`config.mk`:
```
export PLATFORM = sky130hd
export DESIGN_NAME = instr_fetch_unit
export DESIGN_NICKNAME = d
export VERILOG_FILES = /design/src/rtl/instr_fetch_unit.sv
export SDC_FILE = /design/constraint.sdc
export NUM_CORES = 1
export LEC_CHECK = 0
export BUFFER_PORTS_ARGS = -buffer_cell sky130_fd_sc_hd__buf_2
export CAP_MARGIN = 40
export CELL_PAD_IN_SITES_DETAIL_PLACEMENT = 1
export CELL_PAD_IN_SITES_GLOBAL_PLACEMENT = 2
export CORE_MARGIN = 2
export CORE_UTILIZATION = 27
export CTS_CLUSTER_SIZE = 16
export DETAILED_ROUTE_END_ITERATION = 8
export PLACE_DENSITY = 0.81
export SLEW_MARGIN = 20
export SYNTH_ARGS = -nofsm -noshare
export SYNTH_HDL_FRONTEND = slang
export SYNTH_SLANG_ARGS = --single-unit
```
`constraint.sdc`:
```
create_clock -name clock -period 1.9 [get_ports clock]
set_input_delay 0 -clock clock [delete_from_list [all_inputs] [get_ports clock]]
set_output_delay 0 -clock clock [all_outputs]
set_load 0.005 [all_outputs]
```
`src/rtl/instr_fetch_unit.sv`:
```
// Fetch stage: owns the PC, reads 2-byte instructions (opcode, operand) from the program ROM.
// Ports: clock/reset, ROM master (address_bus, rd_en, wr_en, rom_enable, data_bus),
//        control (stall, branch_taken, branch_target), decode handshake (instr_*), halted.
// Optional: define FETCH_HALT_EN to stop fetching after a HALT_OPCODE instruction is accepted.
module instr_fetch_unit #(
    parameter int                    address_width = 8,
    parameter int                    data_width    = 8,
    parameter logic [data_width-1:0] HALT_OPCODE   = 8'hFF
) (
    input  logic                     clock,
    input  logic                     reset,
    output logic [address_width-1:0] address_bus,
    output logic                     rd_en,
    output logic                     wr_en,
    output logic                     rom_enable,
    input  logic [data_width-1:0]    data_bus,
    input  logic                     stall,
    input  logic                     branch_taken,
    input  logic [address_width-1:0] branch_target,
    output logic                     instr_valid,
    input  logic                     instr_ready,
    output logic [data_width-1:0]    instr_opcode,
    output logic [data_width-1:0]    instr_operand,
    output logic [address_width-1:0] instr_pc,
    output logic                     halted
);

    typedef enum logic [2:0] {
        IDLE,
        FETCH_OP,
        FETCH_ARG,
        PRESENT
`ifdef FETCH_HALT_EN
        , HALTED
`endif
    } state_t;

    localparam logic [address_width-1:0] PC_ONE = {{(address_width-1){1'b0}}, 1'b1};

    state_t                   state, state_nxt;
    logic [address_width-1:0] pc, pc_nxt;
    logic                     cap_op, cap_arg;

    assign address_bus = pc;
    assign wr_en       = 1'b0;

    always_comb begin
        state_nxt   = state;
        pc_nxt      = pc;
        cap_op      = 1'b0;
        cap_arg     = 1'b0;
        rd_en       = 1'b0;
        rom_enable  = 1'b1;
        instr_valid = 1'b0;
        halted      = 1'b0;

        case (state)
            IDLE: state_nxt = FETCH_OP;
            FETCH_OP: begin
                rd_en      = 1'b1;
                rom_enable = 1'b0;
                if (!stall) begin
                    cap_op    = 1'b1;
                    pc_nxt    = pc + PC_ONE;
                    state_nxt = FETCH_ARG;
                end
            end
            FETCH_ARG: begin
                rd_en      = 1'b1;
                rom_enable = 1'b0;
                if (!stall) begin
                    cap_arg   = 1'b1;
                    pc_nxt    = pc + PC_ONE;
                    state_nxt = PRESENT;
                end
            end
            PRESENT: begin
                instr_valid = 1'b1;
                if (instr_ready) begin
`ifdef FETCH_HALT_EN
                    state_nxt = (instr_opcode == HALT_OPCODE) ? HALTED : FETCH_OP;
`else
                    state_nxt = FETCH_OP;
`endif
                end
            end
`ifdef FETCH_HALT_EN
            HALTED: halted = 1'b1;
`endif
            default: state_nxt = IDLE;
        endcase

        // A redirect wins over stall and over any half-assembled instruction;
        // a presented instruction is either consumed this edge or dropped.
        if (branch_taken) begin
            state_nxt = FETCH_OP;
            pc_nxt    = branch_target;
            cap_op    = 1'b0;
            cap_arg   = 1'b0;
        end
    end

    always_ff @(posedge clock or posedge reset) begin
        if (reset) begin
            state         <= IDLE;
            pc            <= '0;
            instr_opcode  <= '0;
            instr_operand <= '0;
            instr_pc      <= '0;
        end else begin
            state <= state_nxt;
            pc    <= pc_nxt;
            if (cap_op) begin
                instr_opcode <= data_bus;
                instr_pc     <= pc;
            end
            if (cap_arg) begin
                instr_operand <= data_bus;
            end
        end
    end

endmodule
```
== Word-level counts from Yosys, hierarchy flattened ==
Cells that the tools add are included.
Storage, ports and cells
  logic and storage cells: 34
  bits in registers: 35
  output and inout port bits: 37
  bits of input ports: 21
Cells by class
  multiplexer cells: 16
  reductions and logical operators: 5
  eq/ne operators: 7
  $add $sub $neg: 1
Operators with widths (number)
  $mux 8: 3
  $mux 3: 4
  $pmux 3 s4: 1
  $ne 3x3->1 const B: 3
  $add 8x1->8 const B: 1
  $mux 1: 8
  $eq 3x2->1 const B: 2
  $eq 3x1->1 const B: 1
  $logic_not 3->1: 1
  $reduce_and 3->1: 1
  $ne 2x1->1 const B: 1
  $reduce_and 2->1: 1
  $reduce_bool 2->1: 1
  $reduce_or 2->1: 1

== Longest topological paths before layout ==
  depth in word-level cells: 4
  depth in mapped cells: 6
  depth with buffers taken out: 5

== Worst setup path after synthesis ==
OpenSTA, ideal clock, no wires.
  path type: reg2reg
  start point: register state[0]
  end point: register pc[5], in the netlist address_bus[5]
  slack: 0.016 ns
  clock period less this slack: 1.884 ns
  setup time: 0.082 ns
  data arrival time: 1.802 ns
  buffers on the path: 1
  data required time: 1.818 ns
  stages on the path, launching flop included: 7
  path through: dfrtp_1 > inv_1 > ha_1 > or2_1 > buf_6 > or4_1 > a31oi_1
Between the ends
  longest elaborated chain between the ends: 4
  elaborated cells on any way between the ends: 5
  those cells by class: eq/ne (2); reduce/logical (3)
Ends and longest elaborated chain
  from (decl): line 40  | state_t state, state_nxt;
  from (signal assigned): line 111  | state <= state_nxt;
  $eq 3x2->1 / $eq 3x1->1 (equally long branches): line 57  | case (state)
  $reduce_or 2->1 (no source line) (*)
  $reduce_bool 2->1 (no source line) (*)
  $reduce_and 2->1 (no source line) (*)
  to (signal assigned): line 112  | pc <= pc_nxt;
  to (decl): line 41  | logic [address_width-1:0] pc, pc_nxt;
Every way passes the cells marked *; elsewhere a longest branch is shown, timed or not.
A chain may end at the register's enable or synchronous reset.

== Worst setup path in the final report ==
  start point: register state[1]
  end point: register pc[7], in the netlist address_bus[7]
Same word-level chain as after synthesis.

==> impl_results.md <==
* Run status: completed
* Drt first pass iters at 4
* WL met1 at 1722 µm
* Port bufs at 55
* Initial core utilization at 28.00%
* Synth area leader: dfrtp_1
* Total gr overflow at 0
* 1st-iter DRT viols at 55
* Largest net degree at the start of global routing at 35
* Worst endpoint required time at 2.10 ns
* Num CTS Buffers at 5
* Vias per cell at about 4.4
* Ys Warns at 0
* Most common cell in the netlist: dfrtp_1
* Post-route non-filler standard cell count at 274
* Postcts setup bufs at 0
* Worst EP arrival at 1.96 ns
* N_diodes at 0
* Worst skew pair latency at 0.28 ns
* Final period utilization at 92.87%
* Tot Pwr at 2.836 mW
* RSZ-0062 raised after global routing: no
* Fin. Hold Viols at 0
* LEAKAGE at 1.048 nW
* Yosys cell types at 33
* Vias in the first global route at between 1000 and 1500
* Met3 WL at 181 µm
* Chip Height at 79.81 µm
* Final HPWL from detailed placement at 2722 µm
* PD cells at around 1300 nW/µm²
* Async set-or-reset flop fraction in the synthesized netlist at 100.0%
* Post-Syn Instances at 122
* Clk sinks at 34
* Post-synthesis sequential area ratio at ~55%
* Final Util at 39.41%
* Setup TNS at 0 ns
* EDFF count, synth at 0
* Critical path class: flip-flop to flip-flop
* Area contributors post-synth: dfrtp_1, mux2_2, ha_1, nor3b_2, o21ai_0
* Synth cell count leaders: dfrtp_1, mux2_2, inv_1, nand2_1
* Final wirelength at 3945 µm
* Max Fanout on Critical Path at 8
* Nets@finish at 227
* Rows at 27
* FF+latch count, synth at 34
* Mapped Area at 1551 µm²
* Die area at 6369 µm²
* Detail Route met2 WL at 1950 µm
* First-pass GRT wire length at roughly 6400 µm
* Width of the chip at between 70 and 80 µm
* Worst vdd ir at 0.0004715 V
* Root buffer cell: clkbuf_8
* Initial antenna violation count at 0
* Clock transition at path regs at 0.06 ns
* DRC Markers at 0
* Syn Area/Cell at 12.72 µm²
* Max-slew violation count at 0
* Maximum clock insertion buffer count at 2
* Most used DFF post-synth: dfrtp_1
* CTS tree: done
* Setup crit start kind: flip-flop
* H-tree lvl count at 2
* Minimum clock period at 1.764 ns
* Gr usage total at a little over an eighth
* Total number of vias at between 1000 and 1500
* Worst Skew at approximately 0.0083 ns
* Top-Level Pins at 58
* Synth top area share at 54.84%
* Max Used Layer: met4
* # Max-Cap Violations at 0
* Final setup fails at 0
* Setup crit end kind: flip-flop
* Placed Instances at approximately 250
* Hold Path Class: primary input to flip-flop
* Routed WL per cell at 14.40 µm
* Core ar. at about 5500 µm²
* Routed Antenna Nets at 0
* Fraction of layout cells with a size suffix above 1 at 47.52%
* P&R area growth vs syn at 40.73%
* F_max at 566.7 MHz
* Routability-driven placement congestion ratio at 0.7232
-- metal layers --
metal  up-vias  global-route usage [%]
met3         7                   3.620
met2        30                   20.84
met5         -                       0
li1        588                       -
met1       591                   17.17
met4         0                   7.119
-- report_power, final --
part	total [mW]	internal, mW	switching, mW
sequential	1.20	1.02	0.175
clock	0.543	0.292	0.251
combinational	1.10	0.629	0.466
-- stage by stage --
step	area (µm²)	hold slack (ns)	setup WS [ns]
floorplan	1555	0.1199	0.01561
global placement	1919	0.1213	0.1222
detailed placement	1919	0.1332	0.06897
CTS	2181	0.1003	0.07277
global route	2183	0.1348	0.05519
finish	2183	0.1072	0.1355
-- final cells by class --
class,count,area (µm²)
fillers,631,3357
clock inverters,1,5.005
well taps,72,90.09
multi-input cells,76,638.1
clock buffers,7,86.33
repair buffers,78,490.5
inverters,6,22.52
flip-flops and latches,34,850.8
-- cell families (layout without fill, tap and decap cells) --
family / count (synthesis) / count (layout) / share of synthesized area (%)
and+or+nand+nor: 27 / 27 / 10.97
muxes: 25 / 25 / 18.06
AOI/OAI and AO/OA: 15 / 15 / 6.290
buffers and inverters: 13 / 92 / 4.435
other: 1 / 2 / 0.2417
adders and majority gates: 5 / 5 / 4.032
DFF: 34 / 34 / 54.84
xor gates and xnor gates: 2 / 2 / 1.129
-- cell usage in the layout, fill, tap and decap left out --
master         count
buf_2             55
dfrtp_1           34
mux2_2            24
dlygate4sd3_1     17
inv_1              6
nand2_1            6
clkbuf_8           6
buf_4              6
o21ai_0            5
ha_1               5
nand3_1            4
or4_1              3
nand4_1            3
nor3b_2            2
a21oi_1            2
o31ai_1            2
nor2_1             2
a31oi_1            2
conb_1             2
nand2b_1           1
a311oi_1           1
and3_1             1
or2_4              1
xor2_1             1
mux2i_1            1
nor3b_1            1
xnor2_1            1
o211ai_1           1
and4bb_2           1
a211o_1            1
nor2b_1            1
nor4b_1            1
a221o_1            1
clkinv_2           1
clkbuf_1           1
-- critical path, stage by stage, from the launching register on --
cell     delay, ns
dfrtp_1       0.42
ha_1          0.30
or2_4         0.29
or4_1         0.50
a31oi_1       0.17
-- flip-flops by register name, summed over array words and instances (netlist names) --
register	count
state	2
address_bus	8
instr_operand	8
instr_opcode	8
instr_pc	8
-- worst paths after layout --
check / start / to / slack (ns) / cells after the start
setup / recovery: state[1]$_DFFE_PP0P_ / address_bus[7]$_DFFE_PP0P_ / 0.14 / 4
hold / removal: instr_ready / state[1]$_DFFE_PP0P_ / 0.11 / 3
setup reg to reg: state[1]$_DFFE_PP0P_ / address_bus[7]$_DFFE_PP0P_ / 0.14 / 4
hold reg to reg: instr_opcode[5]$_DFFE_PP0P_ / instr_opcode[5]$_DFFE_PP0P_ / 0.50 / 1
max in group asynchronous: reset / instr_pc[7]$_DFFE_PP0P_ / 1.22 / 4
min in group asynchronous: reset / instr_opcode[3]$_DFFE_PP0P_ / 0.35 / 4
-- timing repair --
item                                    4_1_cts  5_1_grt
endpoints found under the hold margin        58        0
endpoints found under the setup margin        0        2
hold buffers                                 17        0
resized for setup                             0        1
No activity file was read; power rests on OpenSTA's default activity.
